## src/rtl/wb_arbiter.sv

```systemverilog
// wb_arbiter: round-robin writeback arbiter folding NUM_REQ functional-unit
// completion streams onto up to three registered writeback buses.
//
// Handshake: a requester offers a payload with req_valid[i]. The arbiter
// answers combinationally with req_ready[i]. A transfer happens at a rising
// edge where both are high. The payload then sits on its bus, with the valid
// bit set, for exactly the following cycle. Buses that take no transfer at an
// edge are registered to all zeros, so a bus never carries stale data.
module wb_arbiter #(
    parameter int NUM_REQ   = 4,
    parameter int PAYLOAD_W = 56
) (
    input  logic                           clk,
    input  logic                           rst_n,
    input  logic [NUM_REQ-1:0]             req_valid,
    input  logic [NUM_REQ*PAYLOAD_W-1:0]   req_data,
    output logic [NUM_REQ-1:0]             req_ready,
    input  logic [2:0]                     bus_en,
    input  logic                           stall,
    output logic [PAYLOAD_W:0]             bus0,
    output logic [PAYLOAD_W:0]             bus1,
    output logic [PAYLOAD_W:0]             bus2,
    output logic [15:0]                    conflict_cnt,
    // Current highest-priority requester; exported so checkers can follow the rotation.
    output logic [$clog2(NUM_REQ)-1:0]     rr_ptr
);

    localparam int                PTR_W = $clog2(NUM_REQ);
    localparam logic [PTR_W:0]    NREQ  = (PTR_W+1)'(NUM_REQ);
    localparam int                NBUS  = 3;

    // Architectural state
    logic [PTR_W-1:0]     rr_ptr_q, rr_ptr_d;
    logic [PAYLOAD_W:0]   bus_q [NBUS];
    logic [PAYLOAD_W:0]   bus_d [NBUS];
    logic [15:0]          conflict_q, conflict_d;

    // Arbitration results. A slot is the ordinal position of a grant (first,
    // second, third) before it is mapped onto a physical bus.
    logic [1:0]           n_bus;
    logic [NUM_REQ-1:0]   grant;
    logic [1:0]           grant_cnt;
    logic [PTR_W-1:0]     last_idx;
    logic [NBUS-1:0]      slot_valid;
    logic [PAYLOAD_W-1:0] slot_data [NBUS];
    logic [3:0]           req_cnt;
    logic                 conflict;

    // Number of buses available this cycle
    always_comb begin
        n_bus = {1'b0, bus_en[0]} + {1'b0, bus_en[1]} + {1'b0, bus_en[2]};
    end

    // Round-robin scan starting at rr_ptr, granting valid requesters into successive slots
    always_comb begin
        logic [PTR_W:0]   sum;
        logic [PTR_W-1:0] idx;
        grant      = '0;
        grant_cnt  = 2'd0;
        last_idx   = rr_ptr_q;
        slot_valid = '0;
        for (int s = 0; s < NBUS; s++) begin
            slot_data[s] = '0;
        end
        for (int k = 0; k < NUM_REQ; k++) begin
            sum = {1'b0, rr_ptr_q} + (PTR_W+1)'(k);
            if (sum >= NREQ) begin
                sum = sum - NREQ;
            end
            idx = sum[PTR_W-1:0];
            // Each requester is visited once, so it can win at most one slot.
            if (rst_n && !stall && req_valid[idx] && (grant_cnt < n_bus)) begin
                grant[idx]             = 1'b1;
                slot_valid[grant_cnt]  = 1'b1;
                slot_data[grant_cnt]   = req_data[idx*PAYLOAD_W +: PAYLOAD_W];
                last_idx               = idx;
                grant_cnt              = grant_cnt + 2'd1;
            end
        end
    end

    assign req_ready = grant;

    // Map slots onto enabled buses in ascending bus order; everything else clears
    always_comb begin
        logic [1:0] slot;
        slot = 2'd0;
        for (int b = 0; b < NBUS; b++) begin
            bus_d[b] = '0;
            if (bus_en[b]) begin
                if (slot_valid[slot]) begin
                    bus_d[b] = {1'b1, slot_data[slot]};
                end
                slot = slot + 2'd1;
            end
        end
    end

    // Next priority pointer: one past the last winner, or hold if nobody won
    always_comb begin
        logic [PTR_W:0] nxt;
        nxt      = {1'b0, last_idx} + {{PTR_W{1'b0}}, 1'b1};
        if (nxt >= NREQ) begin
            nxt = nxt - NREQ;
        end
        rr_ptr_d = rr_ptr_q;
        if (grant_cnt != 2'd0) begin
            rr_ptr_d = nxt[PTR_W-1:0];
        end
    end

    // Conflict detection: more requests pending than were granted, saturating count
    always_comb begin
        req_cnt = 4'd0;
        for (int i = 0; i < NUM_REQ; i++) begin
            req_cnt = req_cnt + {3'b000, req_valid[i]};
        end
        conflict   = (req_cnt > {2'b00, grant_cnt});
        conflict_d = conflict_q;
        if (conflict && (conflict_q != 16'hFFFF)) begin
            conflict_d = conflict_q + 16'd1;
        end
    end

    // State registers; reset clears everything immediately, independent of clk
    always_ff @(posedge clk or negedge rst_n) begin
        if (!rst_n) begin
            rr_ptr_q   <= '0;
            conflict_q <= '0;
            for (int b = 0; b < NBUS; b++) begin
                bus_q[b] <= '0;
            end
        end else begin
            rr_ptr_q   <= rr_ptr_d;
            conflict_q <= conflict_d;
            for (int b = 0; b < NBUS; b++) begin
                bus_q[b] <= bus_d[b];
            end
        end
    end

    assign bus0         = bus_q[0];
    assign bus1         = bus_q[1];
    assign bus2         = bus_q[2];
    assign conflict_cnt = conflict_q;
    assign rr_ptr       = rr_ptr_q;

endmodule

```

## config.mk

```make
export PLATFORM = sky130hd
export DESIGN_NAME = wb_arbiter
export DESIGN_NICKNAME = d
export VERILOG_FILES = /design/src/rtl/wb_arbiter.sv
export SDC_FILE = /design/constraint.sdc
export NUM_CORES = 1
export LEC_CHECK = 0
export BUFFER_PORTS_ARGS = -buffer_cell sky130_fd_sc_hd__buf_2
export CORE_MARGIN = 4
export CORE_UTILIZATION = 30
export CTS_CLUSTER_SIZE = 14
export DETAILED_ROUTE_END_ITERATION = 8
export PLACE_DENSITY = 0.6
export SETUP_SLACK_MARGIN = 0.2
export SKIP_CTS_REPAIR_TIMING = 1
export SYNTH_ARGS = -nofsm -noshare
export SYNTH_HDL_FRONTEND = slang
export SYNTH_SLANG_ARGS = --single-unit
```

## constraint.sdc

```tcl
create_clock -name clk -period 13.7 [get_ports clk]
set_input_delay 2.74 -clock clk [delete_from_list [all_inputs] [get_ports clk]]
set_output_delay 2.74 -clock clk [all_outputs]
set_load 0.005 [all_outputs]
```

Word level (Yosys, flattened, before mapping)
Index checks and enable logic that the tools add are counted.
- register bits: 189
- bits of input ports: 234
- output and inout bits: 193
- logic and storage cells: 174
- add/subtract/negate cells: 19
- multipliers: 4
- magnitude comparators: 34
- equal/unequal tests: 1
- shift-type cells: 4
- multiplexer cells: 74
- bitwise logic cells: 11
- reduce and logical (&&, ||, !) cells: 22
- operators by type and width (cell ; count):
    $shiftx A224 B9 Y56 ; 4
    $bwmux W168 ; 3
    $mux W168 ; 3
    $mux W56 ; 8
    $mux W57 ; 6
    $demux W56 S2 ; 3
    $bmux W56 S2 ; 2
    $ge A3 B3 Y1 const B ; 9
    $lt A2 B3 Y1 const B ; 9
    $mux W2 ; 13
    $logic_and A1 B1 Y1 ; 20
    $mul A2 B3 Y5 const B ; 4
    $add A16 B1 Y16 const B ; 1
    $mux W1 ; 16
    $mux W4 ; 4
    $ne A16 B16 Y1 const B ; 1
    $not A2 Y3 ; 5
    $demux W1 S2 ; 7
    $ge A2 B1 Y1 const B ; 7
    $bmux W1 S2 ; 6
    $or A4 B4 Y4 ; 3
    $sub A2 B1 Y2 const B ; 5
    $lt A3 B1 Y1 const B ; 3
    $mux W3 ; 3
    other kinds (15) ; 24

Depth between registers and ports, before layout
- word-level depth: 25
- mapped depth: 30
- mapped depth without buffers: 23

Worst setup path before layout
OpenSTA, ideal clock, no wires.
- path kind: input to output
- start: input port bus_en[0]
- end: output port req_ready[0]
- arrival: 7.704 ns
- data required time: 10.960 ns
- slack: 3.256 ns
- stages: 22
- buffers on the path: 7
- cell sequence: clkbuf_1 > clkbuf_1 > clkbuf_1 > inv_1 > fa_1 > clkbuf_1 > nand2_1 > nand3_1 > inv_2 > clkbuf_1 > ha_1 > nor2_1 > o2111ai_4 > inv_4 > buf_1 > fa_1 > nor2_1 > nor3_1 > mux2i_4 > o211ai_1 > buf_2 > o21ai_0
- word-level cells in the longest chain between the ends: 14
- elaborated cells on any way between the ends: 22
- those cells by class: add/sub (4); order compare (4); mux (7); bitwise (3); reduce/logical (4)
- RTL lines (what ; line ; RTL):
    start, declared ; 18 ; input logic [2:0] bus_en,
    $add A1 B1 Y2 (*) ; 51 ; n_bus = {1'b0, bus_en[0]} + {1'b0, bus_en[1]} + {1'b0, bus_en[2]};
    $add A2 B1 Y2 (*) ; 51 ;
    $lt A1 B2 Y1 ; 72 ; if (rst_n && !stall && req_valid[idx] && (grant_cnt < n_bus)) begin
    $logic_and A1 B1 Y1 ; 72 ;
    $mux W1 ; 72 ;
    $lt A2 B2 Y1 ; 72 ;
    $logic_and A1 B1 Y1 ; 72 ;
    $mux W2 ; 72 ;
    $lt A2 B2 Y1 ; 72 ;
    $logic_and A1 B1 Y1 ; 72 ;
    $mux W2 ; 72 ;
    $lt A2 B2 Y1 ; 72 ;
    $logic_and A1 B1 Y1 ; 72 ;
    $mux W4 (*) ; 72 ;
    end, declared ; 17 ; output logic [NUM_REQ-1:0] req_ready,
Mark *: on every way between the ends. The rest lies on a longest branch, timed or not.

Final worst setup path
Same ends and word-level chain as after synthesis.

==> results.md <==
- Internal: around 1.9 mW
- Final hold violations: 0
- Die ar.: 0.06123 mm^2
- WS Path Type: in -> out
- Clock transition at path regs: 0.07 ns
- Sum Neg Setup Slack: 0 ns
- Die Width: 247.4 um
- Drc violations: 0
- Vias in the first global route: 17.17k
- H-tree depth: 4
- P_leak: 8.097 nW
- Sw Share: a little under half
- CP top delay family: buffers and inverters
- FILL cells: roughly 5.7k
- RePlAce Congestion: 0.8855
- EDFF count, synth: 0
- Overall power: between 3 and 4 mW
- TritonCTS clock tree: done
- Hold Crit Class: reg -> reg
- Grt ovf: 0
- Core area: 0.05660 mm^2
- Peak supply drop: around 0.13 mV
- Tightest Pin Transition: 1.268 ns
- Total CTS buffers: 17
- Synth top area share: between 20% and 30%
- Outcome: finished, final reports clean
- Syn_nets: approximately 1.9k
- Busiest grt layer: met2
- Crit end category: output port
- Die height: around 250 um
- Area of the multi-input gates: 0.01167 mm^2
- Max_cap viols: 0
- Row Count: just under 90
- Final-report setup violation count: 0
- Synth area leader: mux4_2
- Register-to-Register Path Depth: 22
- Clock share of power: 14.8%
- Via count: ~17k
- Gate Count Post-Synth: between 1.5k and 2k
- Post-synth ARST share: between 90% and 100%
- Final hold slack: between 0.4 and 0.5 ns
- Starting Density: between 30% and 40%
- Pwr dens: 168.9 mW/mm^2
- Number of cells on the critical path: 17
- Routed Antenna Nets: 0
- Max Root-Sink Buffers: 2
- GR Util met2: 36.14%
- Sequential share of power: 19.0%
- GR Util met3: 5.726%
- GRT met1 Usage: ~28%
- Startpoint types: primary input
- Synth unique cells: 54
- Clk root buf: clkbuf_16
- CTS sink count: approximately 190
- I/O Buffers: 426
- Initial antenna violation count: 15
- Area grow syn2layout: 18.45%
- Final period util: between 80% and 90%
- Worst EP required: 10.96 ns
- Cells along the critical path: buf_4 > inv_1 > fa_1 > nand2_1 > nand3_1 > inv_2 > ha_1 > nor2_1 > o2111ai_4 > inv_4 > fa_1 > nor2_1 > nor3_1 > mux2i_4 > o211ai_1 > o21ai_0 > buf_2
- Mean post-synth cell area: approximately 10 um^2
- Top area cells in the synthesized netlist: mux4_2 30%, dfrtp_1 27%, o21ai_0 4.9%
- Vias per inst: 6.323
- Sequential element share of the synthesized area: roughly 27%
- Routed length per instance: roughly 26 um
- Cell Area, Synth: between 0.015 and 0.02 mm^2
- WP data arrival: between 9 and 10 ns
- Gr usage total: approximately 22%
- Max-slew headroom: between 15 and 20%
- Fin util: between 30% and 40%
- Final Routed Wirelength: approximately 70000 um
- Max-slew violation count: 0
- Slowest stage cell, crit path: inv_4
- Buf/Inv on CP: 5
- Crit path largest cell delay: roughly 0.8 ns
- Combinational power share: approximately 66%
- DRT iter0 DRCs: 1641
- Yosys warns: 0
- Main synth FF type: dfrtp_1
- Hold path depth: 1
- CP max FO: 64
- First-pass GRT wire length: 104200 um
- Number of iterations in the first detailed-routing pass: 6
- Most common cell after layout, fill and taps aside: buf_2
- Minimum clock period: roughly 12 ns
- Share of layout cells above drive strength 1: between 30 and 40%
- Commonest non-fill, non-tap cells in the layout: 424 x buf_2, 228 x mux4_2, 187 x dfrtp_1
- Largest net degree at the start of global routing: 67
- Post-DP HPWL: between 40000 and 50000 um
- IO Count: roughly 430
- Fmax: 0.08468 GHz
- Flops & latches, synth: approximately 190
- Clock Latency Late Sink: a little under 0.5 ns
- Final nets: 2204
- P_sw: about 1.6 mW
- Clock skew: between 0.01 and 0.015 ns
- Register Area: 0.004737 mm^2
- RSZ-0062 raised after global routing: false
worst paths after layout:
path	from	to	slack, ns
worst max-delay path	bus_en[0]	req_ready[0]	1.89
worst min-delay path	conflict_cnt[10]$_DFFE_PN0P_	conflict_cnt[10]$_DFFE_PN0P_	0.49
worst max register to register	rr_ptr[0]$_DFFE_PN0P_	conflict_cnt[15]$_DFFE_PN0P_	5.49
worst min register to register	conflict_cnt[10]$_DFFE_PN0P_	conflict_cnt[10]$_DFFE_PN0P_	0.49
max in group asynchronous	rst_n	bus1[38]$_DFF_PN0_	9.83
min in group asynchronous	rst_n	bus2[37]$_DFF_PN0_	2.13
Yosys cell counts (5+ instances only):
cell type and n:
o21ai_0 167, clkbuf_1 116, nand3_1 120, a21oi_1 7, buf_1 28, mux2i_1 61
a221o_1 6, inv_1 17, buf_4 12, mux4_2 228, nand2_1 76, nor3_1 116
o22a_1 52, a221oi_1 52, o31a_1 56, xnor2_1 12, nor3b_1 8, and3_1 5
a22oi_1 56, ha_1 17, dfrtp_1 189, and2_1 5, xor2_1 5, nor2_1 170
buf_2 35
logic make-up after synthesis:
kind of cell | count (synthesis) | synth area share (%)
AOI/OAI and AO/OA | 420 | 17.30
DFF | 189 | 27.50
buffers and inverters | 213 | 5.267
xor gates and xnor gates | 17 | 0.8656
muxes | 292 | 33.73
and+or+nand+nor | 520 | 13.76
adders and majority gates | 20 | 1.586
stage by stage:
stage               setup slack, ns  area (um^2)  std cells
global placement              2.215        19780       2687
finish                        1.891        20370       2731
floorplan                     3.256        17200       1671
detailed placement            2.043        19780       2687
CTS                           2.040        20340       2719
global route                  1.573        20360       2724
state kept, by name (all words and copies together) (netlist names):
signal,count
conflict_cnt,16
bus1,57
rr_ptr,2
bus2,57
bus0,57
metal layers:
layer  wire length (um)  vias up
met3               7724      211
met5                 75        -
met4               2393       12
met1              26880     8672
li1                   -     7184
met2              33170     1190
power by group through the flow:
stage / clock network (mW) / logic [mW] / registers [mW]
floorplan: 0 / 1.75 / 0.643
global placement: 0 / 2.20 / 0.666
detailed placement: 0 / 2.25 / 0.667
CTS: 0.522 / 2.27 / 0.656
global route: 0.542 / 2.44 / 0.664
finish: 0.508 / 2.28 / 0.655
final cells by class:
type	count	share of cell area, %
Antenna cell	12	0.1474
Clock buffer	18	2.106
Clock inverter	14	0.6571
Inverter	20	0.3808
Multi-Input combinational cell	1269	57.30
Sequential cell	189	23.25
Tap cell	756	4.643
Timing Repair Buffer	453	11.52
Note: power is estimated with default switching activity, not from simulation.
